===== src/rtl/stream_sink.sv =====
// stream_sink: enable-strobed receive endpoint with show-ahead FIFO.
// Optional sequence checker: define STREAM_SINK_SEQ_CHECK_EN.
module stream_sink #(
  parameter int WIDTH = 8,
  parameter int DEPTH = 4,
  localparam int LW = $clog2(DEPTH) + 1
) (
  input  logic             clk_i,
  input  logic             rstn_i,
  input  logic             enable_i,
  input  logic [WIDTH-1:0] data_i,
  output logic             ready_o,
  output logic [WIDTH-1:0] data_o,
  output logic             valid_o,
  input  logic             ready_i,
  output logic [LW-1:0]    level_o,
  output logic             overflow_o,
  output logic             seq_err_o,
  output logic [15:0]      err_count_o
);

  localparam int AW = $clog2(DEPTH);
  localparam logic [LW-1:0] FULL = LW'(DEPTH);

  logic [WIDTH-1:0] r_mem [DEPTH];
  logic [AW-1:0]    r_wr;
  logic [AW-1:0]    r_rd;
  logic [LW-1:0]    r_level;
  logic             r_ovf;
  logic             w_pop;
  logic             w_push;
  logic             w_drop;

  assign w_pop   = valid_o && ready_i;
  assign w_push  = enable_i && (r_level != FULL || w_pop);
  assign w_drop  = enable_i && !w_push;

  assign ready_o    = (r_level != FULL);
  assign valid_o    = (r_level != '0);
  assign level_o    = r_level;
  assign data_o     = r_mem[r_rd];
  assign overflow_o = r_ovf;

  // Storage array; cleared on reset so data_o reads 0.
  always_ff @(posedge clk_i or negedge rstn_i) begin
    if (!rstn_i) begin
      for (int i = 0; i < DEPTH; i++) r_mem[i] <= '0;
    end else if (w_push) begin
      r_mem[r_wr] <= data_i;
    end
  end

  // Pointers, occupancy and sticky overflow.
  always_ff @(posedge clk_i or negedge rstn_i) begin
    if (!rstn_i) begin
      r_wr    <= '0;
      r_rd    <= '0;
      r_level <= '0;
      r_ovf   <= 1'b0;
    end else begin
      if (w_push) r_wr <= r_wr + AW'(1);
      if (w_pop)  r_rd <= r_rd + AW'(1);
      if (w_push && !w_pop)
        r_level <= r_level + LW'(1);
      else if (w_pop && !w_push)
        r_level <= r_level - LW'(1);
      if (w_drop) r_ovf <= 1'b1;
    end
  end

`ifdef STREAM_SINK_SEQ_CHECK_EN
  logic [WIDTH-1:0] r_exp;
  logic             r_armed;
  logic             r_seq_err;
  logic [15:0]      r_err_cnt;
  logic             w_mis;

  assign w_mis       = w_push && r_armed && (data_i != r_exp);
  assign seq_err_o   = r_seq_err;
  assign err_count_o = r_err_cnt;

  // Track expected next word; resync after every mismatch.
  always_ff @(posedge clk_i or negedge rstn_i) begin
    if (!rstn_i) begin
      r_exp     <= '0;
      r_armed   <= 1'b0;
      r_seq_err <= 1'b0;
      r_err_cnt <= '0;
    end else begin
      r_seq_err <= w_mis;
      if (w_push) begin
        r_exp   <= data_i + WIDTH'(1);
        r_armed <= 1'b1;
      end
      if (w_mis && r_err_cnt != 16'hFFFF)
        r_err_cnt <= r_err_cnt + 16'd1;
    end
  end
`else
  assign seq_err_o   = 1'b0;
  assign err_count_o = 16'd0;
`endif

endmodule


===== config.mk =====
export PLATFORM = sky130hd
export DESIGN_NAME = stream_sink
export DESIGN_NICKNAME = d
export VERILOG_FILES = /design/src/rtl/stream_sink.sv
export SDC_FILE = /design/constraint.sdc
export NUM_CORES = 1
export LEC_CHECK = 0
export ABC_AREA = 0
export CAP_MARGIN = 15
export CORE_ASPECT_RATIO = 1.75
export CORE_MARGIN = 2
export CORE_UTILIZATION = 51
export DETAILED_ROUTE_END_ITERATION = 7
export HOLD_SLACK_MARGIN = 0.12
export PLACE_DENSITY = 0.87
export SLEW_MARGIN = 10
export SYNTH_ARGS = -nofsm -noshare
export SYNTH_HDL_FRONTEND = slang
export SYNTH_SLANG_ARGS = --single-unit

===== constraint.sdc =====
create_clock -name clk_i -period 3 [get_ports clk_i]
set_clock_uncertainty 0.2 [all_clocks]
set_input_delay 0.6 -clock clk_i [delete_from_list [all_inputs] [get_ports clk_i]]
set_output_delay 0.6 -clock clk_i [all_outputs]
set_load 0.03 [all_outputs]

# --- Word level (Yosys, flattened, before mapping) ---
# Cells that the tools add are included.
# Widths: inputs -> output; s select.
totals:
  inputBits: 12
  output_inout_bits: 31
  wordCells: 37
  reg_bits: 40
op_classes:
  add_sub_neg: 4
  reduce_logical: 11
  n_lt_le_gt_ge: 3
  mux: 8
  eq_ne: 1
  n_bitwise: 2
ops:
  columns: ["op", "n"]
  rows:
  - ["$bwmux 32", 1]
  - ["$mux 8", 3]
  - ["$bmux 8 s2", 1]
  - ["$demux 8 s2", 1]
  - ["$ge 3x3->1 const B", 2]
  - ["$logic_and 1x1->1", 6]
  - ["$mux 3", 2]
  - ["$not 2->3", 2]
  - ["$add 2x1->2 const B", 2]
  - ["$add 3x1->3 const B", 1]
  - ["$lt 3x1->1 const B", 1]
  - ["$ne 3x3->1 const B", 1]
  - ["$reduce_bool 3->1", 1]
  - ["$sub 3x1->3 const B", 1]
  - ["$logic_not 1->1", 2]
  - ["$reduce_bool 2->1", 1]
  - ["$logic_or 1x1->1", 1]

# --- Logic depth before layout (Yosys ltp) ---
logic_depth:
  word_depth: 8
  ltp_mapped: 9
  ltp_nobuf: 9

# --- Worst setup path before layout ---
# OpenSTA, ideal clock, no wires.
synth_timing:
  path_kind: "register to register"
  from: "reg r_level[1], in the netlist level_o[1]"
  to: "reg r_level[2], in the netlist level_o[2]"
  setup_time_ns: 0.081
  path_slack_ns: 0.436
  required_ns: 2.719
  n_path_buf: 0
  stages_incl_launch_ff: 9
  arrival_time_ns: 2.284
  period_less_slack_ns: 2.564
  path_cell_list: "dfrtp_1 > or3_2 > nand2_1 > ha_1 > inv_1 > fa_1 > xor2_1 > nor2_1 > xor2_1"
synth_via:
  elab_chain_len: 7
  word_cells_on_any_way: 14
  cone_classes: "2 x add/sub; 1 x eq/ne; 2 x mux; 9 x reduce/logical"
synth_rtl:
  columns: ["element", "line_no", "source"]
  rows:
  - ["start: declaration", "28", "logic [LW-1:0] r_level;"]
  - ["start signal: assignment", "64", "r_level <= r_level + LW'(1);"]
  - ["start signal: assignment", "66", "r_level <= r_level - LW'(1);"]
  - ["$reduce_bool 3->1 (*)", "39", "assign valid_o = (r_level != '0);"]
  - ["via valid_o", "14", "output logic valid_o,"]
  - ["$logic_and 1x1->1 (*)", "34", "assign w_pop = valid_o && ready_i;"]
  - ["$logic_or 1x1->1", "35", "assign w_push = enable_i && (r_level != FULL || w_pop);"]
  - ["$logic_and 1x1->1", "35", null]
  - ["$logic_not 1->1", "65", "else if (w_pop && !w_push)"]
  - ["$logic_and 1x1->1", "65", null]
  - ["$reduce_bool 2->1 (no source line)", null, null]
# The timed path passes the listed nets; every way through them passes the cells marked *. The select of a mux whose other input is x is not followed.
# A chain may end at the register's enable or synchronous reset.

# --- Worst setup path in the final report ---
layout_timing:
  from: "reg r_rd[0]"
  to: "out data_o[0]"
layout_via:
  elab_chain_len: 4
layout_rtl:
  columns: ["element", "line_no", "source"]
  rows:
  - ["start: declaration", "27", "logic [AW-1:0] r_rd;"]
  - ["start signal: assignment", "62", "if (w_pop) r_rd <= r_rd + AW'(1);"]
  - ["$not 2->3 (implied by the code)", "41", "assign data_o = r_mem[r_rd];"]
  - ["$bmux 8 s2", "41", null]
  - ["$mux 8 (implied by the code) (2 in a row)", "41", null]
  - ["end: declaration", "13", "output logic [WIDTH-1:0] data_o,"]
# No other way between the ends. The select of a mux whose other input is x is not followed.

==> impl_metrics.toml <==
[outcome]
status = "finished clean"

[global_routing]
grt_pass1_vias = 1205
grt_usage_pct = 18.2
grt-ovfl-total = 0
grt_start_max_net_pins = 41
antenna_found_initial = 0
grt_pass1_wl_um = 6130

[sta]
relSlewSlack_pct = 41.1
rsz0062_at_grt = "no"
hold_violations = 0
min_period_over_period_pct = 90.6
setup_slack_ns = 0.281
worst_pin_slew_ns = 0.883
fin_crit_ns = 2.72
setup_tns_ns = 0
maxSlewViolCount = 0
hold_ws_ns = 0.232
fmax_mhz = 368
setup_viol = 0

[floorplanning]
dieArea_um2 = 4710
num_rows = 31
ioPinCount = 43
initial_core_util_pct = 52.1
coreArea_um2 = 4070
die_x_um = 52.7
die_h_um = 89.3

[finish]
design_area_um2 = 2470
fin_util_pct = 60.6
drive_gt1_share_pct = 37.1
area_delta_synth_final_pct = 16.5
fin_cells = 216
final.fill_count = 299
diodes = 0
layout.nets = 184

[place]
placed_area_um2 = 2340
gp_congestion = 0.713
post-place-ws_ns = 0.0568
io_buffers = 25
placedCellCount = 208
place_hpwl_um = 2770

[power]
powerDensity_nw_per_um2 = 1270
p_leak_nw = 1.13
p_total_mw = 3.14
ir_worst_vdd_uv = 900

[clock_network]
clkLatencyLatePin_ns = 0.28
cts_buffers = 5
cts_setup_buffers = 0
clock_path_buffers = 2
clk_pin_slew_ns = 0.08
cts.sinks = 40
ctsRootBufferMaster = "clkbuf_8"
cts_tree = "yes"
ctsResizeCount = 0
htreeDepth = 2
hold_buffers = 0

[critical_path]
crit_family = "buffers and inverters"
cp_slowest_cell = "clkdlybuf4s50_1"
critPathLaunchType = "flip-flop"
cp_max_fo = 5
worst_ep_required_time_ns = 2.20
worst_setup_path_end_kind = "output port"
cpPeakStageDelay_ns = 0.61
critPathKind = "reg2out"
worstPathCellList = "buf_4 -> mux4_2 -> clkdlybuf4s50_1"
critPathBufInv = 2
cp.arrival_ns = 1.92

[synth]
synthArstFlopShare_pct = 100
netlist.top_cell.by_area = "dfrtp_1"
netlist_instances = 136
ys_top_cells_by_area = "dfrtp_1 (47%), mux2_4 (23%), mux4_2 (8.5%)"
synth_seq_cells = 40
yosys.area.top_type_share_pct = 47.2
synth_common_cells = "dfrtp_1 (40), mux2_4 (32), buf_4 (17)"
synthFlopType = "dfrtp_1"
ys_seq_area_share_pct = 47.2
yosysUniqueCellTypes = 21
synth_edf_count = 0
syn_area_per_cell_um2 = 15.6
yosysMostFrequentCell = "dfrtp_1"
synth_warnings = 0
syn-cell-area_um2 = 2120

[detailed_routing]
dr.pass1.iters = 4
wl_per_cell_um = 17.3
finalWirelength_um = 3730
ant_nets = 0
via_per_inst = 5.02
drc = 0
vias = 1085
dr.first_iter.drc_count = 3

[hold_path]
hold_class = "in2async"

[run]
max_cap_viol_count = 0
[final cells by class]
type	count	area (um2)	share of cell area [%]
Multi-Input combinational cell	84	980	39.7
Tap cell	49	61.3	2.48
Sequential cell	40	1000	40.5
Clock inverter	1	30.0	1.22
Clock buffer	7	96.3	3.90
Inverter	5	18.8	0.760
Timing Repair Buffer	30	283	11.4
[state kept, by name (all words and copies together), names as in the netlist]
signal	cells
r_mem	32
r_wr	2
r_rd	2
level_o	3
overflow_o	1
[path summary, 6_finish.rpt]
check	slack (ns)	endpoint	cells after the start	startpoint
worst max-delay path	0.28	data_o[0]	3	r_rd[0]
min in group clk_i	0.31	r_mem[23]	1	r_mem[23]
worst min-delay path	0.23	r_mem[29]	1	rstn_i
worst max register to register	0.59	level_o[2]	8	level_o[1]
max in group asynchronous	1.81	r_mem[6]	1	rstn_i
worst min register to register	0.31	r_mem[23]	1	r_mem[23]
[per-layer routing]
layer  vias up  routed length [um]  share of wire, %  global-route usage (%)
li1        494                   -                 -                       -
met1       563                1450                39                    22.9
met2        24                2140                57                    30.8
met3         4                 108               2.9                    4.35
met4         0                  44               1.2                    5.83
met5         -                   0                 0                       0
[cells by family (layout without fill, tap and decap cells)]
family	Yosys count	after routing	synth area share, %
compound gates	1	1	0.354
xor+xnor	6	6	2.48
fa+ha+maj	6	6	3.89
buf+inv	28	43	9.44
flops	40	40	47.2
mux	42	42	32.2
other cells	1	17	0.177
simple gates	12	12	4.25
[where the power goes]
part | internal, mW | switching [mW]
combinational | 0.928 | 0.706
sequential | 0.821 | 0.215
clock | 0.293 | 0.177
[cells in the final DEF, fill, tap and decap left out]
cell             synthesis  routed
and3_4                   4       4
buf_2                    1       1
buf_4                   17       5
bufinv_16                0       1
clkbuf_8                 0       7
clkdlybuf4s50_1          0      24
conb_1                   1      17
dfrtp_1                 40      40
fa_1                     1       1
ha_1                     5       5
inv_1                    5       5
mux2_2                   2       2
mux2_4                  32      32
mux4_2                   8       8
nand2_1                  3       3
nand3_1                  1       1
nor2_1                   2       2
o21bai_1                 1       1
or3_2                    1       1
or4b_4                   1       1
xnor2_1                  4       4
xor2_1                   2       2
Power figures use the tool's default switching activity.
